**src/rtl/program_counter_stack.sv**
```systemverilog
// Program counter with a hardware return-address stack.
// Supports increment, jump, PC-relative branch, call and return, and flags stack overflow/underflow.
module program_counter_stack #(
    parameter int                 ADDR_W      = 13,
    parameter int                 STACK_DEPTH = 4,
    parameter logic [ADDR_W-1:0]  RESET_ADDR  = '0,
    localparam int                DEPTH_W     = $clog2(STACK_DEPTH + 1)
) (
    input  logic               clk,
    input  logic               rst_n,
    input  logic               en,
    input  logic [2:0]         op,
    input  logic [ADDR_W-1:0]  target,
    output logic [ADDR_W-1:0]  pc_addr,
    output logic [DEPTH_W-1:0] depth,
    output logic               stack_full,
    output logic               stack_empty,
    output logic               err
);

    localparam int IDX_W = (STACK_DEPTH > 1) ? $clog2(STACK_DEPTH) : 1;

    typedef enum logic [2:0] {
        OP_INC    = 3'b000,
        OP_JUMP   = 3'b001,
        OP_BRANCH = 3'b010,
        OP_CALL   = 3'b011,
        OP_RET    = 3'b100
    } op_e;

    logic [ADDR_W-1:0]  r_pc;
    logic [DEPTH_W-1:0] r_depth;
    logic               r_err;
    logic [ADDR_W-1:0]  r_stack [0:STACK_DEPTH-1];

    logic [ADDR_W-1:0]  w_pc_inc;
    logic [ADDR_W-1:0]  w_pc_next;
    logic [DEPTH_W-1:0] w_depth_next;
    logic [DEPTH_W-1:0] w_depth_dec;
    logic               w_err_next;
    logic               w_push;
    logic               w_full;
    logic               w_empty;

    assign w_pc_inc    = r_pc + ADDR_W'(1);
    assign w_depth_dec = r_depth - DEPTH_W'(1);
    assign w_full      = (r_depth == DEPTH_W'(STACK_DEPTH));
    assign w_empty     = (r_depth == '0);

    // Branch offset is two's complement; a plain same-width add gives the wrapped result.
    always_comb begin
        // NOTE: every output gets a default before the case so no latch is inferred.
        w_pc_next    = r_pc;
        w_depth_next = r_depth;
        w_err_next   = 1'b0;
        w_push       = 1'b0;
        if (en) begin
            case (op_e'(op))
                OP_INC:    w_pc_next = w_pc_inc;
                OP_JUMP:   w_pc_next = target;
                OP_BRANCH: w_pc_next = r_pc + target;
                OP_CALL: begin
                    if (w_full) begin
                        w_err_next = 1'b1;
                    end else begin
                        w_push       = 1'b1;
                        w_pc_next    = target;
                        w_depth_next = r_depth + DEPTH_W'(1);
                    end
                end
                OP_RET: begin
                    if (w_empty) begin
                        w_err_next = 1'b1;
                    end else begin
                        w_pc_next    = r_stack[w_depth_dec[IDX_W-1:0]];
                        w_depth_next = w_depth_dec;
                    end
                end
                default: ;
            endcase
        end
    end

    always_ff @(posedge clk) begin
        // NOTE: sequential state uses non-blocking assignments so all registers update together.
        if (!rst_n) begin
            r_pc    <= RESET_ADDR;
            r_depth <= '0;
            r_err   <= 1'b0;
        end else begin
            r_pc    <= w_pc_next;
            r_depth <= w_depth_next;
            r_err   <= w_err_next;
        end
    end

    // NOTE: stack storage has no reset; entries are only read below the valid depth.
    always_ff @(posedge clk) begin
        if (rst_n && w_push) begin
            r_stack[r_depth[IDX_W-1:0]] <= w_pc_inc;
        end
    end

    assign pc_addr     = r_pc;
    assign depth       = r_depth;
    assign err         = r_err;
    assign stack_full  = w_full;
    assign stack_empty = w_empty;

endmodule

```
**config.mk**
```make
export PLATFORM = sky130hd
export DESIGN_NAME = program_counter_stack
export DESIGN_NICKNAME = d
export VERILOG_FILES = /design/src/rtl/program_counter_stack.sv
export SDC_FILE = /design/constraint.sdc
export NUM_CORES = 1
export LEC_CHECK = 0
export CAP_MARGIN = 20
export CORE_MARGIN = 1.5
export CORE_UTILIZATION = 40
export DETAILED_ROUTE_END_ITERATION = 6
export DONT_BUFFER_PORTS = 1
export HOLD_SLACK_MARGIN = 0.02
export MAX_ROUTING_LAYER = met4
export SLEW_MARGIN = 20
export SYNTH_ARGS = -nofsm -noshare
export SYNTH_HDL_FRONTEND = slang
export SYNTH_SLANG_ARGS = --single-unit
export TNS_END_PERCENT = 30
```
**constraint.sdc**
```tcl
create_clock -name clk -period 3.3 [get_ports clk]
set_clock_uncertainty 0.2 [all_clocks]
set_input_delay 0.33 -clock clk [delete_from_list [all_inputs] [get_ports clk]]
set_output_delay 0.33 -clock clk [all_outputs]
set_load 0.02 [all_outputs]
```
==> out/metrics.csv, run 1 <==
stage;metric;value;unit
sta;drv_slew;0;
synthesis;yosysWarnings;0;
power_and_ir_drop;powerDensity;488;nW/µm²
sta;finalWorstSetupSlack;620;ps
finish;fillers;857;
placed_design;pre_cts_slack;676;ps
global_routing;use_met2;31.3;%
clock_network;cts-root-buf;clkbuf_8;
clock_network;cts_htree_levels;3;
critical_path;cp_max_fo;17;
sta;finalCritPeriodShare;81.2;%
synthesis;synth.distinct_cells;50;
synthesis;ys_top_cells_by_area;edfxtp_1 41%, dfxtp_1 8.9%, mux4_2 7.6%;
sta;fmax;373;MHz
synthesis;synth_flop_cell;edfxtp_1;
finish;ff_latch_area;1900;µm²
critical_path;crit_type;register to register;
synthesis;syn_nets;378;
critical_path;cp.required;3390;ps
sta;slew_headroom;54.2;%
global_routing;grt_pass1_vias;2711;
drt;via_count;2760;
clock_network;clock_sinks;69;
critical_path;crit_path_frequent_cell;and3_1;
drt;via_per_inst;5.62;
placed_design;place.gp.congestion;0.907;
finish;final_cell_mix;52 x edfxtp_1, 38 x nand2_1, 23 x nor2_1;
critical_path;cp-start-kind;register;
synthesis;avgSynthCellArea;11.3;µm²
synthesis;syn_inst;340;
global_routing;grtUsageMet1;24.6;%
critical_path;path_cells;inv_1 > ha_1 > and3_1 > o21ai_0 > and3_1 > nand2_1 > o31ai_1 > a31o_2;
finish;design_area;4330;µm²
floorplanning;start_util;41.3;%
finish;n_antenna_cell;0;
critical_path;cp.arrival;2770;ps
global_routing;grt_use_total;19.6;%
clock_network;clk_pin_slew;80;ps
finish;layout-drive-gt1-share;13.0;%
floorplanning;fp.dieH;101;µm
power_and_ir_drop;p_leak;0.00156;µW
floorplanning;io_pins;38;
placed_design;postPlaceCellArea;4010;µm²
finish;synthToLayoutAreaGrowth;12.8;%
drt;ant_nets;0;
run_status;status;finished clean;
power_and_ir_drop;cellInternalPower;1580;µW
clock_network;clk_latency;340;ps
sta;fin_tns_setup;0;ps
synthesis;syn-cell-area;3840;µm²
global_routing;grt_max_degree;19;
placed_design;dp_hpwl;6490;µm
drt;routedWlPerCell;18.4;µm
drt;drc_errors;0;
clock_network;cts_buffers;9;
floorplanning;die-area;10200;µm²
sta;hold_viol;0;
sta;fin_crit;2680;ps
power_and_ir_drop;power_frac_comb;13.7;%
power_and_ir_drop;peakVddDrop;0.181;mV
sta;setup_viol;0;
power_and_ir_drop;p_sw;531;µW
synthesis;synth_seq_area_share;49.6;%
synthesis;yosysTopAreaCell;edfxtp_1;
worst_hold_path;min_path_cells;2;
critical_path;slowest_stage;and3_1;
sta;rsz0062_at_grt;false;
floorplanning;rows;35;
finish;layout_commonest_cell;edfxtp_1;
synthesis;synth-seq-cells;69;
global_routing;grt_overflow;0;
floorplanning;die_x;101;µm
floorplanning;fp.coreArea;9280;µm²
drt;first_pass_iters;4;
worst_hold_path;min_path_type;input port to register;
power_and_ir_drop;p_sw_share;25.1;%
power_and_ir_drop;seq_power_share;46.6;%
clock_network;cts_resized;0;
drt;drt_iter0_markers;169;
clock_network;tritoncts;yes;
clock_network;cts_setup_buffers;0;
critical_path;r2r_cells;8;
critical_path;crit_cells;8;
critical_path;cp-end-kind;register;
global_routing;busiest_layer;met2;
sta;worst_slew_pin_slew;684;ps
global_routing;grt_pass1_wl;14400;µm
global_routing;grt_use_met3;2.64;%
critical_path;slowest_delay;560;ps
global_routing;antenna_found_initial;0;
clock_network;ctsLongestPathBuffers;2;
placed_design;port_buffers;0;
finish;multiInputGateArea;1800;µm²
synthesis;synth-edff-count;52;
flow_run;maxCapViolations;0;
critical_path;worst-path-buf-inv;1;
finish;utilization;46.6;%
drt;wirelength;9050;µm
critical_path;critical-path-top-delay-family;simple AND/OR/NAND/NOR gates;
finish;finalNetCount;395;
synthesis;yosysTopAreaCellShare;40.7;%
power_and_ir_drop;pwr-share-clk;39.6;%
synthesis;async_flop_share;0;%
## flip-flops by register name, summed over array words and instances (netlist names)
signal,cells
r_stack,52
err,1
depth,3
pc_addr,13
## worst paths after layout
path | slack [ps] | startpoint | to
worst max register to register | 620 | depth[1] | pc_addr[9]
worst min register to register | 490 | pc_addr[0] | pc_addr[0]
worst min-delay path | 70 | op[0] | pc_addr[2]
worst max-delay path | 620 | depth[1] | pc_addr[9]
## cell type report
cell class | count | share of cell area [%]
clock buffers | 9 | 2.86
clock inverters | 7 | 2.83
inverters | 14 | 1.21
multi-input cells | 243 | 41.5
flip-flops and latches | 69 | 44.0
well taps | 129 | 3.73
repair buffers | 20 | 3.88
## synth_stat cells, drive strengths merged (5+ instances only)
cell type	n
a21oi	21
a221oi	6
a31oi	6
and2	8
and3	5
buf	10
dfxtp	17
edfxtp	52
ha	18
inv	14
mux4	13
nand2	38
nand3	12
nand4	5
nor2	24
o21ai	19
xnor2	19
xor2	5
## worst reg2reg max path, stage by stage, from the launching register on
cell	delay, ps
dfxtp_1	520
inv_1	140
ha_1	250
and3_1	190
o21ai_0	180
and3_1	560
nand2_1	180
o31ai_1	270
a31o_2	130
## power by group through the flow
stage,Sequential (µW),Clock [µW],Combinational [µW]
2_1_floorplan,1000,0,218
3_3_place_gp,1000,0,273
3_5_place_dp,1000,0,277
4_1_cts,984,861,290
5_1_grt,987,901,321
6_report,985,837,290
## stage by stage
stage / instances / total power (µW) / hold slack (ps)
finish: 491 / 2110 / 70.6
global route: 491 / 2210 / 54.3
CTS: 491 / 2130 / 37.3
detailed placement: 468 / 1280 / 262
global placement: 468 / 1280 / 255
floorplan: 340 / 1220 / 273
## what timing repair did
| action | in CTS | in global routing |
|---|---|---|
| endpoints found under the setup margin | 0 | 0 |
| hold endpoints to repair | 16 | 0 |
| hold buffers | 7 | 0 |
## metal layers
metal  vias up  wire length [µm]  share of wire (%)
met5         -                 0                  0
met4         0               229                2.5
met3        17               393                4.3
met2        96              4360                 48
met1      1343              4070                 45
li1       1304                 -                  -
## kinds of logic (layout without fill, tap and decap cells)
family | after synthesis | in the layout | share of synthesized area (%)
AO/OA/AOI/OAI | 76 | 76 | 12.6
flip-flops | 69 | 69 | 49.6
XOR/XNOR | 24 | 24 | 5.48
buffers and inverters | 28 | 50 | 3.59
AND/OR/NAND/NOR | 109 | 109 | 14.2
adder cells (fa/ha/maj) | 20 | 20 | 6.65
multiplexers | 14 | 14 | 7.89
No activity file was read; power rests on OpenSTA's default activity.
==> run 2, diff against run 1 <==
- clock period: 3.3 -> 2.54 ns (I/O delays scaled with it)
==> run 2 against run 1 <==
First-iteration DRC count increased by 32%; cell area grew 2.2%; count of clock-buffer cells in the layout stayed put; worst setup slack got worse by 420 ps.
==> out/metrics.csv, run 2 (synthesis gave the netlist of run 1 again) <==
stage;metric;value;unit;change
critical_path;cp.arrival;2430;ps;was 2770 ps
clock_network;cts-root-buf;clkbuf_8;;unchanged
global_routing;grt_max_degree;20;;was 19
worst_hold_path;min_from;op[2];;was op[0]
placed_design;place.gp.congestion;0.873;;was 0.907
finish;fillers;836;;was 857
floorplanning;die_x;101;µm;unchanged
floorplanning;rows;35;;unchanged
run_status;status;finished clean;;unchanged
clock_network;tritoncts;yes;;unchanged
placed_design;dp_hpwl;6710;µm;was 6490 µm
drt;routedWlPerCell;18.3;µm;was 18.4 µm
sta;worst_slew_pin_slew;688;ps;was 684 ps
finish;finalNetCount;407;;was 395
clock_network;cts_buffers;9;;unchanged
critical_path;reg2reg_to;pc_addr[9];;unchanged
clock_network;clk_latency;340;ps;about the same
sta;rsz0062_at_grt;false;;unchanged
global_routing;grt_pass1_vias;2811;;was 2711
worst_hold_path;min_path_type;input port to register;;unchanged
clock_network;clk_pin_slew;80;ps;about the same
power_and_ir_drop;peakVddDrop;0.367;mV;was 0.181 mV
floorplanning;start_util;41.3;%;unchanged
finish;layout_commonest_cell;edfxtp_1;;unchanged
power_and_ir_drop;p_leak;0.00162;µW;was 0.00156 µW
critical_path;cp_max_fo;9;;was 17
sta;slew_headroom;54.0;%;was 54.2%
drt;drc_errors;0;;unchanged
critical_path;reg2reg_from;depth[0];;was depth[1]
finish;layout-drive-gt1-share;17.4;%;was 13.0%
finish;synthToLayoutAreaGrowth;15.3;%;was 12.8%
critical_path;cp-start-kind;register;;unchanged
finish;final_cell_mix;52 x edfxtp_1, 38 x nand2_1, 23 x nor2_1, 23 x buf_4;;was 52 x edfxtp_1, 38 x nand2_1, 23 x nor2_1
clock_network;cts_setup_buffers;0;;unchanged
floorplanning;io_pins;38;;unchanged
critical_path;r2r_slack;200;ps;was 620 ps
sta;setup_viol;0;;unchanged
flow_run;maxCapViolations;0;;unchanged
sta;drv_slew;0;;unchanged
critical_path;cp.required;2630;ps;was 3390 ps
sta;hold_viol;0;;unchanged
drt;via_per_inst;5.50;;was 5.62
sta;fin_crit;2340;ps;was 2680 ps
finish;largest_reg_flops;52;;unchanged
sta;finalCritPeriodShare;92.0;%;was 81.2%
floorplanning;fp.dieH;101;µm;unchanged
power_and_ir_drop;powerDensity;605;nW/µm²;was 488 nW/µm²
critical_path;crit_type;register to register;;unchanged
drt;via_count;2766;;was 2760
global_routing;grt_overflow;0;;unchanged
drt;first_pass_iters;4;;unchanged
worst_hold_path;hold_end;pc_addr[8];;was pc_addr[2]
clock_network;ctsLongestPathBuffers;2;;unchanged
floorplanning;die-area;10200;µm²;unchanged
worst_hold_path;min_path_cells;3;;was 2
sta;fin_tns_setup;0;ps;unchanged
finish;ff_latch_area;1900;µm²;about the same
floorplanning;fp.coreArea;9280;µm²;unchanged
placed_design;dp.cells;478;;was 468
global_routing;grt_pass1_wl;14600;µm;was 14400 µm
drt;wirelength;9200;µm;was 9050 µm
sta;fmax;428;MHz;was 373 MHz
drt;ant_nets;0;;unchanged
drt;drt_iter0_markers;223;;was 169
placed_design;port_buffers;0;;unchanged
clock_network;clock_sinks;69;;unchanged
critical_path;r2r_cells;8;;unchanged
finish;multiInputGateArea;1820;µm²;was 1800 µm²
critical_path;cp-end-kind;register;;unchanged
clock_network;cts_htree_levels;3;;unchanged
finish;n_antenna_cell;0;;unchanged
global_routing;grt_use_total;19.8;%;was 19.6%
finish;stdcell_count;503;;was 491
global_routing;antenna_found_initial;0;;unchanged
==> run 2: worst max path at each step <==
| stage | cells after the start | slack [ps] | to | startpoint |
|---|---|---|---|---|
| after global routing | 10 | 30 | pc_addr[12] | pc_addr[0] |
| after CTS | 10 | 120 | pc_addr[10] | pc_addr[0] |
| after detailed placement | 10 | 160 | pc_addr[12] | pc_addr[0] |
| final | 8 | 200 | pc_addr[9] | depth[0] |
| after global placement | 10 | 210 | pc_addr[10] | pc_addr[0] |
| after floorplan | 10 | 30 | pc_addr[12] | pc_addr[0] |
==> run 2: repair_timing <==
item                                    in CTS  in global routing
hold buffers                                 9                  0
hold endpoints to repair                    17                  0
endpoints found under the setup margin       0                 32
resized for setup                            0                  4
==> run 2: report_power, final <==
part           switching [µW]  internal [µW]  total [µW]
registers                13.6           1240        1250
logic                     254            183         437
clock network             432            558         990
total                     700           1980        2680
==> run 2: metal layers <==
metal	vias up	part of all wire [%]	GRT usage (%)
met2	71	49	31.7
met4	0	2.5	9.40
met5	-	0	-
met1	1343	43	23.9
met3	19	5.1	4.09
li1	1333	-	-
==> run 2: critical path, stage by stage (launching register included) <==
cell and delay, ps:
dfxtp_2 330, inv_1 80, ha_1 270, and3_1 190, o21ai_0 220, and3_1 420
nand2_1 150, o31ai_1 280, a31o_2 130
==> run 2: per-stage QoR <==
stage                     setup slack, ps  instance area (µm²)  utilization (%)  hold slack [ps]  total power (µW)
final                                 203                 4420             47.6             30.0              2680
after global routing                 32.1                 4420             47.6             52.9              2780
after CTS                             120                 4410             47.5             24.5              2680
after detailed placement              157                 4100             44.2              192              1690
after global placement                212                 4100             44.2              177              1680
after floorplan                      34.5                 3850                -              197              1590
==> run 2: final cells by class <==
class | instances | share of cell area (%)
inverter | 14 | 1.19
tap | 129 | 3.65
multi-input combinational | 243 | 41.1
clock inverter | 7 | 2.24
clock buffer | 9 | 2.80
sequential | 69 | 43.0
timing repair buffer | 32 | 6.00
==> run 3, diff against run 2 <==
- SLEW_MARGIN: 20 -> default
==> results of run 3 <==
Same layout as run 2: the final DEF is identical, and so are final timing and power.
